`src/rtl/cpu_pkg.sv`:
```
// Shared core definitions: branch funct3 encodings, datapath width
// and 2-bit branch counter states with their saturating update.
package cpu_pkg;

    localparam int XLEN_DEFAULT = 32;

    localparam logic [2:0] F3_BEQ  = 3'b000;
    localparam logic [2:0] F3_BNE  = 3'b001;
    localparam logic [2:0] F3_BLT  = 3'b100;
    localparam logic [2:0] F3_BGE  = 3'b101;
    localparam logic [2:0] F3_BLTU = 3'b110;
    localparam logic [2:0] F3_BGEU = 3'b111;

    typedef enum logic [1:0] {
        SNT = 2'b00,
        WNT = 2'b01,
        WT  = 2'b10,
        ST  = 2'b11
    } ctr_e;

    function automatic logic [1:0] ctr_next(
        input logic [1:0] c,
        input logic       taken
    );
        logic [1:0] n;
        n = c;
        if (taken) begin
            if (c != ST) n = c + 2'd1;
        end else begin
            if (c != SNT) n = c - 2'd1;
        end
        return n;
    endfunction

endpackage

```
`src/rtl/bht_2bit.sv`:
```
// Branch history table of 2-bit saturating counters with a
// combinational read port and a synchronous update port.
module bht_2bit
    import cpu_pkg::*;
#(
    parameter int         IDX_W     = 4,
    parameter logic [1:0] CTR_RESET = 2'b01
) (
    input  logic             clk,
    input  logic             rst_n,
    input  logic [IDX_W-1:0] rd_idx,
    output logic             rd_taken,
    input  logic             wr_en,
    input  logic [IDX_W-1:0] wr_idx,
    input  logic             wr_taken
);

    localparam int N = 1 << IDX_W;

    logic [1:0] ctr_q [N];
    logic [1:0] ctr_d [N];

    // Read sees the registered value, so a same-cycle update is not forwarded
    assign rd_taken = ctr_q[rd_idx][1];

    always_comb begin
        ctr_d = ctr_q;
        if (wr_en) begin
            ctr_d[wr_idx] = ctr_next(ctr_q[wr_idx], wr_taken);
        end
    end

    always_ff @(posedge clk or negedge rst_n) begin
        if (!rst_n) begin
            for (int i = 0; i < N; i++) begin
                ctr_q[i] <= CTR_RESET;
            end
        end else begin
            ctr_q <= ctr_d;
        end
    end

endmodule

```
`src/rtl/branch_resolve_unit.sv`:
```
// Execute-stage branch resolution: outcome, targets, registered
// redirect/flush on mispredict, BHT training and event counters.
module branch_resolve_unit
    import cpu_pkg::*;
#(
    parameter int         XLEN      = XLEN_DEFAULT,
    parameter int         BHT_IDX_W = 4,
    parameter logic [1:0] CTR_RESET = 2'b01
) (
    input  logic            clk,
    input  logic            rst_n,
    input  logic            ex_valid,
    input  logic            ex_is_branch,
    input  logic            ex_is_jal,
    input  logic            ex_is_jalr,
    input  logic [2:0]      ex_funct3,
    input  logic [XLEN-1:0] ex_pc,
    input  logic [XLEN-1:0] ex_imm,
    input  logic [XLEN-1:0] ex_rs1,
    input  logic            ex_pred_taken,
    input  logic            BEQ,
    input  logic            BLT,
    output logic            BrUn,
    input  logic [XLEN-1:0] if_pc,
    output logic            if_pred_taken,
    output logic            redirect_valid,
    output logic [XLEN-1:0] redirect_pc,
    output logic            flush,
    output logic            illegal_br,
    output logic [15:0]     branch_count,
    output logic [15:0]     mispredict_count
);

    logic            redirect_valid_q, redirect_valid_d;
    logic [XLEN-1:0] redirect_pc_q, redirect_pc_d;
    logic            illegal_br_q, illegal_br_d;
    logic [15:0]     branch_count_q, branch_count_d;
    logic [15:0]     mispredict_count_q, mispredict_count_d;

    logic            act;
    logic            sel_jalr, sel_jal, sel_br;
    logic            br_taken, br_illegal;
    logic [XLEN-1:0] br_target, jalr_sum, jalr_target, fall_pc;
    logic            unused_if_pc;

    // Wrong-path instruction sits in EX while our redirect is visible
    assign act = ex_valid & ~redirect_valid_q;

    assign sel_jalr = ex_is_jalr;
    assign sel_jal  = ex_is_jal & ~ex_is_jalr;
    assign sel_br   = ex_is_branch & ~ex_is_jal & ~ex_is_jalr;

    assign BrUn = (ex_funct3 == F3_BLTU) | (ex_funct3 == F3_BGEU);

    always_comb begin
        br_taken   = 1'b0;
        br_illegal = 1'b0;
        case (ex_funct3)
            F3_BEQ:            br_taken = BEQ;
            F3_BNE:            br_taken = ~BEQ;
            F3_BLT, F3_BLTU:   br_taken = BLT & ~BEQ;
            F3_BGE, F3_BGEU:   br_taken = ~BLT;
            default:           br_illegal = 1'b1;
        endcase
    end

    assign br_target   = ex_pc + ex_imm;
    assign jalr_sum    = ex_rs1 + ex_imm;
    assign jalr_target = {jalr_sum[XLEN-1:1], 1'b0};
    assign fall_pc     = ex_pc + XLEN'(4);

    always_comb begin
        redirect_valid_d   = 1'b0;
        redirect_pc_d      = '0;
        illegal_br_d       = 1'b0;
        branch_count_d     = branch_count_q;
        mispredict_count_d = mispredict_count_q;
        unique case (1'b1)
            act & sel_jalr: begin
                redirect_valid_d = 1'b1;
                redirect_pc_d    = jalr_target;
            end
            act & sel_jal: begin
                redirect_valid_d = 1'b1;
                redirect_pc_d    = br_target;
            end
            act & sel_br: begin
                branch_count_d   = branch_count_q + 16'd1;
                illegal_br_d     = br_illegal;
                redirect_valid_d = br_taken != ex_pred_taken;
                redirect_pc_d    = br_taken ? br_target : fall_pc;
            end
            default: ;
        endcase
        if (redirect_valid_d) begin
            mispredict_count_d = mispredict_count_q + 16'd1;
        end
    end

    always_ff @(posedge clk or negedge rst_n) begin
        if (!rst_n) begin
            redirect_valid_q   <= 1'b0;
            redirect_pc_q      <= '0;
            illegal_br_q       <= 1'b0;
            branch_count_q     <= '0;
            mispredict_count_q <= '0;
        end else begin
            redirect_valid_q   <= redirect_valid_d;
            redirect_pc_q      <= redirect_pc_d;
            illegal_br_q       <= illegal_br_d;
            branch_count_q     <= branch_count_d;
            mispredict_count_q <= mispredict_count_d;
        end
    end

    bht_2bit #(
        .IDX_W    (BHT_IDX_W),
        .CTR_RESET(CTR_RESET)
    ) u_bht (
        .clk     (clk),
        .rst_n   (rst_n),
        .rd_idx  (if_pc[BHT_IDX_W+1:2]),
        .rd_taken(if_pred_taken),
        .wr_en   (act & sel_br),
        .wr_idx  (ex_pc[BHT_IDX_W+1:2]),
        .wr_taken(br_taken)
    );

    assign unused_if_pc = ^{if_pc[XLEN-1:BHT_IDX_W+2], if_pc[1:0]};

    assign redirect_valid   = redirect_valid_q;
    assign redirect_pc      = redirect_pc_q;
    assign flush            = redirect_valid_q;
    assign illegal_br       = illegal_br_q;
    assign branch_count     = branch_count_q;
    assign mispredict_count = mispredict_count_q;

endmodule

```
`config.mk`:
```
export PLATFORM = sky130hd
export DESIGN_NAME = branch_resolve_unit
export DESIGN_NICKNAME = d
export VERILOG_FILES = /design/src/rtl/cpu_pkg.sv /design/src/rtl/bht_2bit.sv /design/src/rtl/branch_resolve_unit.sv
export SDC_FILE = /design/constraint.sdc
export NUM_CORES = 1
export LEC_CHECK = 0
export ABC_CLOCK_PERIOD_IN_PS = 3000
export BUFFER_PORTS_ARGS = -buffer_cell sky130_fd_sc_hd__clkbuf_2
export CORE_ASPECT_RATIO = 0.8
export CORE_MARGIN = 2
export CORE_UTILIZATION = 33
export DETAILED_ROUTE_END_ITERATION = 8
export PLACE_DENSITY_LB_ADDON = 0.2
export SYNTH_ARGS = -nofsm -noshare
export SYNTH_HDL_FRONTEND = slang
export SYNTH_SLANG_ARGS = --single-unit
```
`constraint.sdc`:
```
create_clock -name clk -period 3 [get_ports clk]
set_clock_uncertainty 0.1 [all_clocks]
set_input_delay 0.9 -clock clk [delete_from_list [all_inputs] [get_ports clk]]
set_output_delay 0.9 -clock clk [all_outputs]
set_load 0.02 [all_outputs]
```
==> results.sh, run 1 <==
export IMPL_status="finished, violations left"
export IMPL_violations="setup timing"
export IMPL_cp_cell_sequence="clkbuf_16 > mux4_2 > mux4_2 > buf_8"
export IMPL_hp_class="register to register"
export IMPL_critPathMaxFanout=4
export IMPL_worst_r2r_setup_slack_ns=0.64
export IMPL_num_antenna_cells=0
export IMPL_worst_pin_slew_ns=0.543
export IMPL_power_density_mw_per_mm2=389
export IMPL_dp_hpwl_um=22600
export IMPL_met1_usage_pct=31.2
export IMPL_cts_hold_buf=0
export IMPL_drive_gt1_share_pct=44.5
export IMPL_critPathTopFamily="multiplexers"
export IMPL_finalCriticalPeriod_ns=3.17
export IMPL_die_w_um=180
export IMPL_drt_iter0_drc=432
export IMPL_use_met2_pct=33.1
export IMPL_clk_pin_slew_ns=0.08
export IMPL_die_area_mm2=0.0262
export IMPL_reg2regPathDepth=4
export IMPL_p_leak_nw=5.54
export IMPL_fillers=2361
export IMPL_synthCells=896
export IMPL_htreeDepth=3
export IMPL_cts_buffers=9
export IMPL_cpPeakStageDelay_ns=0.50
export IMPL_fp_dieH_um=145
export IMPL_vias=8292
export IMPL_synthesis_nets=1105
export IMPL_worstSetupStartpointType="input pin"
export IMPL_max_slew_margin_pct=63.8
export IMPL_clock_latency_ns=0.36
export IMPL_ir_drop_mv=0.291
export IMPL_grt_overflow_total=0
export IMPL_grt_use_met3_pct=2.96
export IMPL_vias_per_cell=5.25
export IMPL_grt_pass1_vias=8123
export IMPL_initial_utilization_pct=33.7
export IMPL_finalHoldViolCount=0
export IMPL_cts_buffer_depth=2
export IMPL_fin_crit_sh_pct=106
export IMPL_setup_ws_ns=-0.168
export IMPL_max_freq_mhz=316
export IMPL_syn2layout_area_growth_pct=45.6
export IMPL_synth_area_mm2=0.00822
export IMPL_yosys_warnings=0
export IMPL_wire_per_inst_um=18.0
export IMPL_cp_num_cells=4
export IMPL_routed_wl_um=28500
export IMPL_setup_tns_ns=-0.374
export IMPL_fin_area_mm2=0.0120
export IMPL_arrival_ns=2.17
export IMPL_pin_count=209
export IMPL_critPathSlowestCell="mux4_2"
export IMPL_maxCapViolations=0
export IMPL_gp_congestion=0.902
export IMPL_synth_edf_count=0
export IMPL_rsz0062_at_grt="yes"
export IMPL_finalNonFillerCells=1580
export IMPL_grt_busiest_layer="met2"
export IMPL_ys_flop_type="dfrtp_1"
export IMPL_placementRows=51
export IMPL_hold_depth=1
export IMPL_crit_buf_inv=2
export IMPL_drc=0
export IMPL_cts_tree="yes"
export IMPL_core_area_mm2=0.0244
export IMPL_ys_seq_area_share_pct=30.1
export IMPL_worst_setup_path_end_kind="output pin"
export IMPL_first_pass_iters=7
export IMPL_place_area_mm2=0.0109
export IMPL_antenna_found_initial=0
export IMPL_crit_type="input pin to output pin"
export IMPL_cts_sinks=98
export IMPL_finalSetupViolations=4
export IMPL_dp_cells=1551
export IMPL_synth_avg_cell_area_um2=9.17
export IMPL_synthArstFlopShare_pct=100
export IMPL_slew_violations=0
export IMPL_track_usage_pct=21.2
export IMPL_cp_common_cell="mux4_2"
export IMPL_fin_nets=1466
export IMPL_grt_pass1_wl_um=43900
export IMPL_required_ns=2.00
export IMPL_yosysUniqueCellTypes=65
export IMPL_antenna_left=0
export IMPL_cts_root_buf="clkbuf_16"
export IMPL_synth_seq_cells=98
export IMPL_utilization_pct=49.1
export IMPL_grt_max_degree=46
export IMPL_io_buffers=180
[power breakdown]
part / total, mW / internal [mW] / switching, mW / leakage [nW]
Sequential: 1.55 / 1.45 / 0.102 / 1.28
Combinational: 1.90 / 0.882 / 1.01 / 4.12
Clock: 1.21 / 0.603 / 0.604 / 0.144
[registers in the layout, summed over array words and instances (netlist names)]
signal and cells:
redirect_pc 32, u_bht.ctr_q 32, branch_count 16, mispredict_count 16, flush 1, illegal_br 1
[synthesized netlist by cell type (4+ instances only)]
| cell | count | area (µm²) |
|---|---|---|
| o21ai_0 | 43 | 215 |
| and2_1 | 7 | 43.8 |
| nor3_1 | 15 | 75.1 |
| a21o_1 | 17 | 128 |
| nor2_1 | 51 | 191 |
| xnor2_1 | 71 | 622 |
| nand3_1 | 46 | 230 |
| mux2_2 | 35 | 394 |
| o211ai_1 | 8 | 60.1 |
| a211oi_1 | 7 | 52.6 |
| nor4_1 | 4 | 25.0 |
| a221o_1 | 4 | 40.0 |
| o21bai_1 | 8 | 60.1 |
| and4_1 | 5 | 43.8 |
| mux4_2 | 15 | 338 |
| a31oi_1 | 8 | 50.1 |
| a21oi_1 | 63 | 315 |
| nand2_1 | 79 | 297 |
| o221ai_1 | 12 | 105 |
| o21ai_1 | 9 | 45.0 |
| nor2b_1 | 14 | 87.6 |
| ha_1 | 67 | 838 |
| xor2_1 | 41 | 359 |
| inv_1 | 21 | 78.8 |
| nand4_1 | 24 | 150 |
| nand2b_1 | 11 | 68.8 |
| a22oi_1 | 13 | 97.6 |
| o21a_1 | 4 | 30.0 |
| dfstp_2 | 16 | 420 |
| clkbuf_1 | 20 | 75.1 |
| nor3b_1 | 7 | 52.6 |
| dfrtp_1 | 82 | 2050 |
| and3_1 | 13 | 81.3 |
| a211o_1 | 4 | 35.0 |
[per-layer routing]
layer,part of all wire (%),up-vias,wire length (µm)
met1,50,4021,14300
met3,4.3,23,1220
met5,0,-,0
met4,1.3,0,357
li1,-,4041,-
met2,44,207,12600
[repair_timing]
action | in CTS | in global routing
pin swaps | 30 | 41
gates resized for setup | 52 | 71
setup endpoints to repair | 15 | 22
setup buffers | 6 | 8
[cell type report]
cell class              instances  area (µm²)  share of cell area (%)
well taps                     318         398                    3.33
inverters                      22        82.6                   0.690
clock buffers                  10         239                    2.00
multi-input cells             748        6210                    51.9
repair buffers                378        2500                    20.9
flip-flops and latches         98        2470                    20.7
clock inverters                 6        52.6                   0.439
[path summary, 6_finish.rpt]
check	start	endpoint
max	if_pc[2]	if_pred_taken
min	branch_count[15]	branch_count[15]
max reg2reg	u_bht.ctr_q[3]	u_bht.ctr_q[21]
min reg2reg	branch_count[15]	branch_count[15]
max in group asynchronous	rst_n	u_bht.ctr_q[0]
min in group asynchronous	rst_n	u_bht.ctr_q[21]
[per-stage QoR]
stage	hold WS, ns	power, mW	worst slack (ns)
3_5_place_dp	0.370	3.31	-0.667
5_1_grt	0.383	4.92	-0.193
6_report	0.378	4.65	-0.168
2_1_floorplan	0.391	2.53	-0.0501
4_1_cts	0.380	4.60	-0.178
3_3_place_gp	0.361	3.29	-0.644
[cells by family after synthesis]
| kind of cell | count (synthesis) | synth area share, % |
|---|---|---|
| xor gates and xnor gates | 112 | 11.9 |
| muxes | 53 | 9.27 |
| buffers and inverters | 50 | 2.65 |
| AOI/OAI and AO/OA | 224 | 17.6 |
| DFF | 98 | 30.1 |
| and+or+nand+nor | 288 | 17.5 |
| adders and majority gates | 71 | 11.0 |
[placed cells by master (no fill, tap or decap), types with 24 or more instances in the layout]
cell type  count
nand2_1       76
mux2_2        33
xor2_1        41
xnor2_1       70
nand3_1       41
o21ai_0       35
dfrtp_1       82
nor2_1        49
clkbuf_2     168
a21oi_1       46
ha_1          42
buf_4        194
nand4_1       24
Power figures use the tool's default switching activity.
==> run 2, diff against run 1 <==
--- a/config.mk
+++ b/config.mk
@@ -5,13 +5,13 @@
 export SDC_FILE = /design/constraint.sdc
 export NUM_CORES = 1
 export LEC_CHECK = 0
-export ABC_CLOCK_PERIOD_IN_PS = 3000
 export BUFFER_PORTS_ARGS = -buffer_cell sky130_fd_sc_hd__clkbuf_2
 export CORE_ASPECT_RATIO = 0.8
 export CORE_MARGIN = 2
-export CORE_UTILIZATION = 33
+export CORE_UTILIZATION = 45
 export DETAILED_ROUTE_END_ITERATION = 8
 export PLACE_DENSITY_LB_ADDON = 0.2
+export RECOVER_POWER = 25
 export SYNTH_ARGS = -nofsm -noshare
 export SYNTH_HDL_FRONTEND = slang
 export SYNTH_SLANG_ARGS = --single-unit
==> results.sh, run 2 (synthesis results as in run 1) <==
export IMPL_status="finished, violations left"
export IMPL_violations="capacitance limit, slew limit, setup timing"
export IMPL_drt_iter0_drc=550
export IMPL_finalNonFillerCells=1478
export IMPL_first_pass_iters=5
export IMPL_ir_drop_mv=0.279
export IMPL_cp_cell_sequence="clkbuf_16 > mux4_2 > mux4_2 > buf_8"
export IMPL_cpPeakStageDelay_ns=0.51
export IMPL_antenna_left=0
export IMPL_clock_latency_ns=0.36
export IMPL_hp_class="register to register"
export IMPL_worst_pin_slew_ns=1.91
export IMPL_cp_common_cell="mux4_2"
export IMPL_drive_gt1_share_pct=43.4
export IMPL_finalHoldViolCount=0
export IMPL_fin_nets=1452
export IMPL_worstSetupStartpointType="input pin"
export IMPL_num_antenna_cells=0
export IMPL_power_frac_comb_pct=40.3
export IMPL_dp_cells=1449
export IMPL_setup_tns_ns=-0.243
export IMPL_syn2layout_area_growth_pct=41.9
export IMPL_rsz0062_at_grt="yes"
export IMPL_final_common_cell="buf_4"
export IMPL_worst_setup_path_end_kind="output pin"
export IMPL_clockPowerShare_pct=26.0
export IMPL_r2r_end="u_bht.ctr_q[15]"
export IMPL_die_area_mm2=0.0194
export IMPL_dp_hpwl_um=20000
export IMPL_grt_pass1_vias=8055
export IMPL_grt_overflow_total=0
export IMPL_htreeDepth=3
export IMPL_power_mw=4.59
export IMPL_arrival_ns=2.18
export IMPL_swShare_pct=36.7
export IMPL_cts_hold_buf=0
export IMPL_drc=0
export IMPL_initial_utilization_pct=45.6
export IMPL_io_buffers=180
export IMPL_clk_pin_slew_ns=0.07
export IMPL_fp_dieH_um=125
export IMPL_placementRows=44
export IMPL_whs_endpoint="mispredict_count[15]"
export IMPL_critPathTopFamily="multiplexers"
export IMPL_critPathSlowestCell="mux4_2"
export IMPL_track_usage_pct=26.9
export IMPL_vias=8373
export IMPL_cts_buffers=9
export IMPL_routed_wl_um=26400
export IMPL_max_slew_margin_pct=-27.3
export IMPL_r2r_start="u_bht.ctr_q[17]"
export IMPL_cp_num_cells=4
export IMPL_maxCapViolations=1
export IMPL_reg2regPathDepth=4
export IMPL_fin_crit_sh_pct=106
export IMPL_hold_depth=1
export IMPL_cts_buffer_depth=2
export IMPL_cts_root_buf="clkbuf_16"
export IMPL_setup_ws_ns=-0.177
export IMPL_slew_violations=36
export IMPL_max_freq_mhz=315
export IMPL_grt_pass1_wl_um=41500
export IMPL_crit_buf_inv=2
export IMPL_switchingPower_mw=1.68
export IMPL_internal_power_mw=2.90
export IMPL_finalCriticalPeriod_ns=3.18
export IMPL_worstHoldStart="mispredict_count[15]"
export IMPL_power_density_mw_per_mm2=394
export IMPL_gp_congestion=0.935
export IMPL_grt_max_degree=42
export IMPL_required_ns=2.00
export IMPL_critPathMaxFanout=4
export IMPL_worst_r2r_setup_slack_ns=0.62
export IMPL_cts_tree="yes"
export IMPL_finalSetupViolations=4
export IMPL_antenna_found_initial=0
export IMPL_wire_per_inst_um=17.8
export IMPL_pin_count=209
export IMPL_cts_sinks=98
export IMPL_pre_cts_slack_ns=-0.614
export IMPL_final_cell_mix="buf_4 (176), clkbuf_2 (175), dfrtp_1 (82)"
export IMPL_crit_type="input pin to output pin"
export IMPL_core_area_mm2=0.0180
export IMPL_die_w_um=155
export IMPL_p_leak_nw=5.45
export IMPL_holdWs_ns=0.378
export IMPL_vias_per_cell=5.67
export IMPL_p_seq_share_pct=33.8
run 2: what timing repair did:
action                     CTS  global route
resized for setup           42            66
buffers inserted             7             6
pin swaps                   27            40
setup endpoints to repair   15            19
run 2: per-stage QoR:
step / util (%) / instance area (µm²)
global placement: 59.8 / 10800
finish: 64.7 / 11700
floorplan: - / 8410
detailed placement: 59.8 / 10800
CTS: 63.0 / 11300
global route: 64.7 / 11700
run 2: final cells by class:
class,instances,area (µm²)
Timing Repair Buffer,364,2370
Fill cell,1473,6350
Sequential cell,98,2470
Clock buffer,10,239
Inverter,22,82.6
Tap cell,230,288
Clock inverter,6,56.3
Multi-Input combinational cell,748,6150
run 2: worst max path at each step:
stage / from / endpoint
final: if_pc[2] / if_pred_taken
after global routing: if_pc[2] / if_pred_taken
after CTS: if_pc[2] / if_pred_taken
after detailed placement: ex_imm[1] / redirect_pc[28]
after global placement: ex_imm[1] / redirect_pc[28]
after floorplan: ex_imm[7] / redirect_pc[29]
run 2: metal layers:
metal / part of all wire, % / global-route usage [%] / vias up
li1: - / - / 4024
met1: 46 / 39.3 / 3989
met2: 45 / 42.3 / 322
met3: 6.7 / 3.55 / 38
met4: 1.7 / 6.26 / 0
met5: 0 / 0 / -
run 2: power groups by stage:
| stage | sequential [mW] | clock, mW | combinational, mW |
|---|---|---|---|
| 2_1_floorplan | 1.69 | 0 | 0.839 |
| 4_1_cts | 1.55 | 1.21 | 1.75 |
| 3_5_place_dp | 1.57 | 0 | 1.68 |
| 3_3_place_gp | 1.57 | 0 | 1.67 |
| 6_report | 1.55 | 1.19 | 1.85 |
| 5_1_grt | 1.57 | 1.26 | 2.00 |
==> run 3, diff against run 2 <==
--- a/config.mk
+++ b/config.mk
@@ -8,8 +8,9 @@
 export BUFFER_PORTS_ARGS = -buffer_cell sky130_fd_sc_hd__clkbuf_2
 export CORE_ASPECT_RATIO = 0.8
 export CORE_MARGIN = 2
-export CORE_UTILIZATION = 45
+export CORE_UTILIZATION = 55
 export DETAILED_ROUTE_END_ITERATION = 8
+export HOLD_SLACK_MARGIN = 0.03
 export PLACE_DENSITY_LB_ADDON = 0.2
 export RECOVER_POWER = 25
 export SYNTH_ARGS = -nofsm -noshare
==> results.sh, run 3 (synthesis results as in run 1) <==
export IMPL_status="finished, violations left"
export IMPL_violations="setup timing"
export IMPL_cp_cell_sequence="clkbuf_16 > mux4_2 > mux4_2 > buf_8"
export IMPL_track_usage_pct=32.9
export IMPL_swShare_pct=37.8
export IMPL_arrival_ns=2.21
export IMPL_max_freq_mhz=312
export IMPL_cts_buffer_depth=2
export IMPL_drt_iter0_drc=875
export IMPL_r2r_start="u_bht.ctr_q[7]"
export IMPL_crit_type="input pin to output pin"
export IMPL_clk_pin_slew_ns=0.08
export IMPL_power_density_mw_per_mm2=404
export IMPL_initial_utilization_pct=56.9
export IMPL_reg2regPathDepth=4
export IMPL_die_area_mm2=0.0159
export IMPL_worstSetupStartpointType="input pin"
export IMPL_first_pass_iters=5
export IMPL_multiInputGateArea_mm2=0.00615
export IMPL_drive_gt1_share_pct=42.4
export IMPL_internal_power_mw=2.91
export IMPL_vias_per_cell=6.13
export IMPL_ff_latch_area_mm2=0.00247
export IMPL_final_cell_mix="clkbuf_2 (172), buf_4 (168), dfrtp_1 (82)"
export IMPL_cts_buffers=9
export IMPL_fillers=940
export IMPL_num_antenna_cells=0
export IMPL_fin_nets=1444
export IMPL_drc=0
export IMPL_rsz0062_at_grt="yes"
export IMPL_dp_cells=1398
export IMPL_critPathSlowestCell="mux4_2"
export IMPL_cpPeakStageDelay_ns=0.52
export IMPL_gp_congestion=0.978
export IMPL_core_area_mm2=0.0144
export IMPL_setup_tns_ns=-0.357
export IMPL_finalHoldViolCount=0
export IMPL_htreeDepth=3
export IMPL_whs_endpoint="branch_count[15]"
export IMPL_grt_pass1_vias=8127
export IMPL_final_common_cell="clkbuf_2"
export IMPL_wire_per_inst_um=19.6
export IMPL_power_frac_comb_pct=40.2
export IMPL_hp_class="register to register"
export IMPL_fp_dieH_um=113
export IMPL_slew_violations=0
export IMPL_antenna_found_initial=0
export IMPL_clock_latency_ns=0.37
export IMPL_finalNonFillerCells=1424
export IMPL_p_leak_nw=5.43
export IMPL_cts_tree="yes"
export IMPL_clockPowerShare_pct=26.7
export IMPL_grt_pass1_wl_um=41400
export IMPL_r2r_end="u_bht.ctr_q[27]"
export IMPL_maxCapViolations=0
export IMPL_critPathMaxFanout=4
export IMPL_worst_r2r_setup_slack_ns=0.60
export IMPL_finalCriticalPeriod_ns=3.21
export IMPL_io_buffers=180
export IMPL_dp_hpwl_um=20000
export IMPL_die_w_um=141
export IMPL_routed_wl_um=27900
export IMPL_required_ns=2.00
export IMPL_grt_overflow_total=0
export IMPL_hold_depth=1
export IMPL_finalSetupViolations=4
export IMPL_setup_ws_ns=-0.206
export IMPL_max_slew_margin_pct=4.31
export IMPL_vias=8728
export IMPL_worst_pin_slew_ns=1.44
export IMPL_cts_root_buf="clkbuf_16"
export IMPL_grt_max_degree=56
export IMPL_cts_sinks=98
export IMPL_syn2layout_area_growth_pct=40.8
export IMPL_placementRows=39
export IMPL_ir_drop_mv=0.487
export IMPL_worst_setup_path_end_kind="output pin"
export IMPL_worstHoldStart="branch_count[15]"
export IMPL_p_seq_share_pct=33.1
export IMPL_power_mw=4.67
export IMPL_fin_crit_sh_pct=107
export IMPL_antenna_left=0
export IMPL_cp_common_cell="mux4_2"
export IMPL_pin_count=209
export IMPL_switchingPower_mw=1.77
-- run 3: cell count changes in the layout (fill, tap and decap cells not counted), sizes merged --
cell,delta
clkbuf,-5
inv,-1
buf,-4
clkinv,+2
-- run 3: how the worst max path moves through the flow --
stage                    from               to  cells after the start
floorplan           ex_imm[7]  redirect_pc[29]                     11
global placement    ex_rs1[1]  redirect_pc[28]                     13
detailed placement  ex_imm[1]  redirect_pc[28]                     13
CTS                  if_pc[2]    if_pred_taken                      4
global route         if_pc[2]    if_pred_taken                      4
finish               if_pc[2]    if_pred_taken                      4
-- run 3: critical path: cells and delay by family --
family                 cells  cell delay, ns
buffers and inverters      2            0.27
muxes                      2            1.03
-- run 3: layer usage --
layer	up-vias	track usage (%)	part of all wire, %
met3	85	5.08	7.9
met5	-	0	0
met4	0	10.0	3.0
met1	4133	45.9	43
li1	4010	-	-
met2	500	53.2	46
-- run 3: what timing repair did --
item | in CTS | in global routing
setup buffers | 1 | 10
setup endpoints to repair | 13 | 17
hold buffers | 0 | 0
resized for setup | 24 | 82
pin swaps | 14 | 50
-- run 3: final cells by class --
type / count / area share [%]
multi-input cells: 748 / 53.2
flip-flops and latches: 98 / 21.4
repair buffers: 356 / 20.0
well taps: 184 / 1.99
clock buffers: 9 / 1.95
clock inverters: 7 / 0.789
inverters: 22 / 0.714
-- run 3: power groups by stage --
stage / sequential (mW) / clock, mW / combinational (mW)
after floorplan: 1.69 / 0 / 0.839
after global placement: 1.57 / 0 / 1.64
after detailed placement: 1.57 / 0 / 1.68
after CTS: 1.54 / 1.26 / 1.73
after global routing: 1.56 / 1.31 / 2.01
final: 1.55 / 1.25 / 1.88
-- run 3: stage by stage --
stage / hold WS [ns] / util [%] / setup slack, ns / cell area, µm²
2_1_floorplan: 0.391 / - / -0.0501 / 8410
3_3_place_gp: 0.363 / 73.7 / -0.565 / 10700
3_5_place_dp: 0.367 / 73.7 / -0.613 / 10700
4_1_cts: 0.384 / 76.8 / -0.184 / 11100
5_1_grt: 0.403 / 80.1 / -0.213 / 11600
6_report: 0.374 / 80.1 / -0.206 / 11600
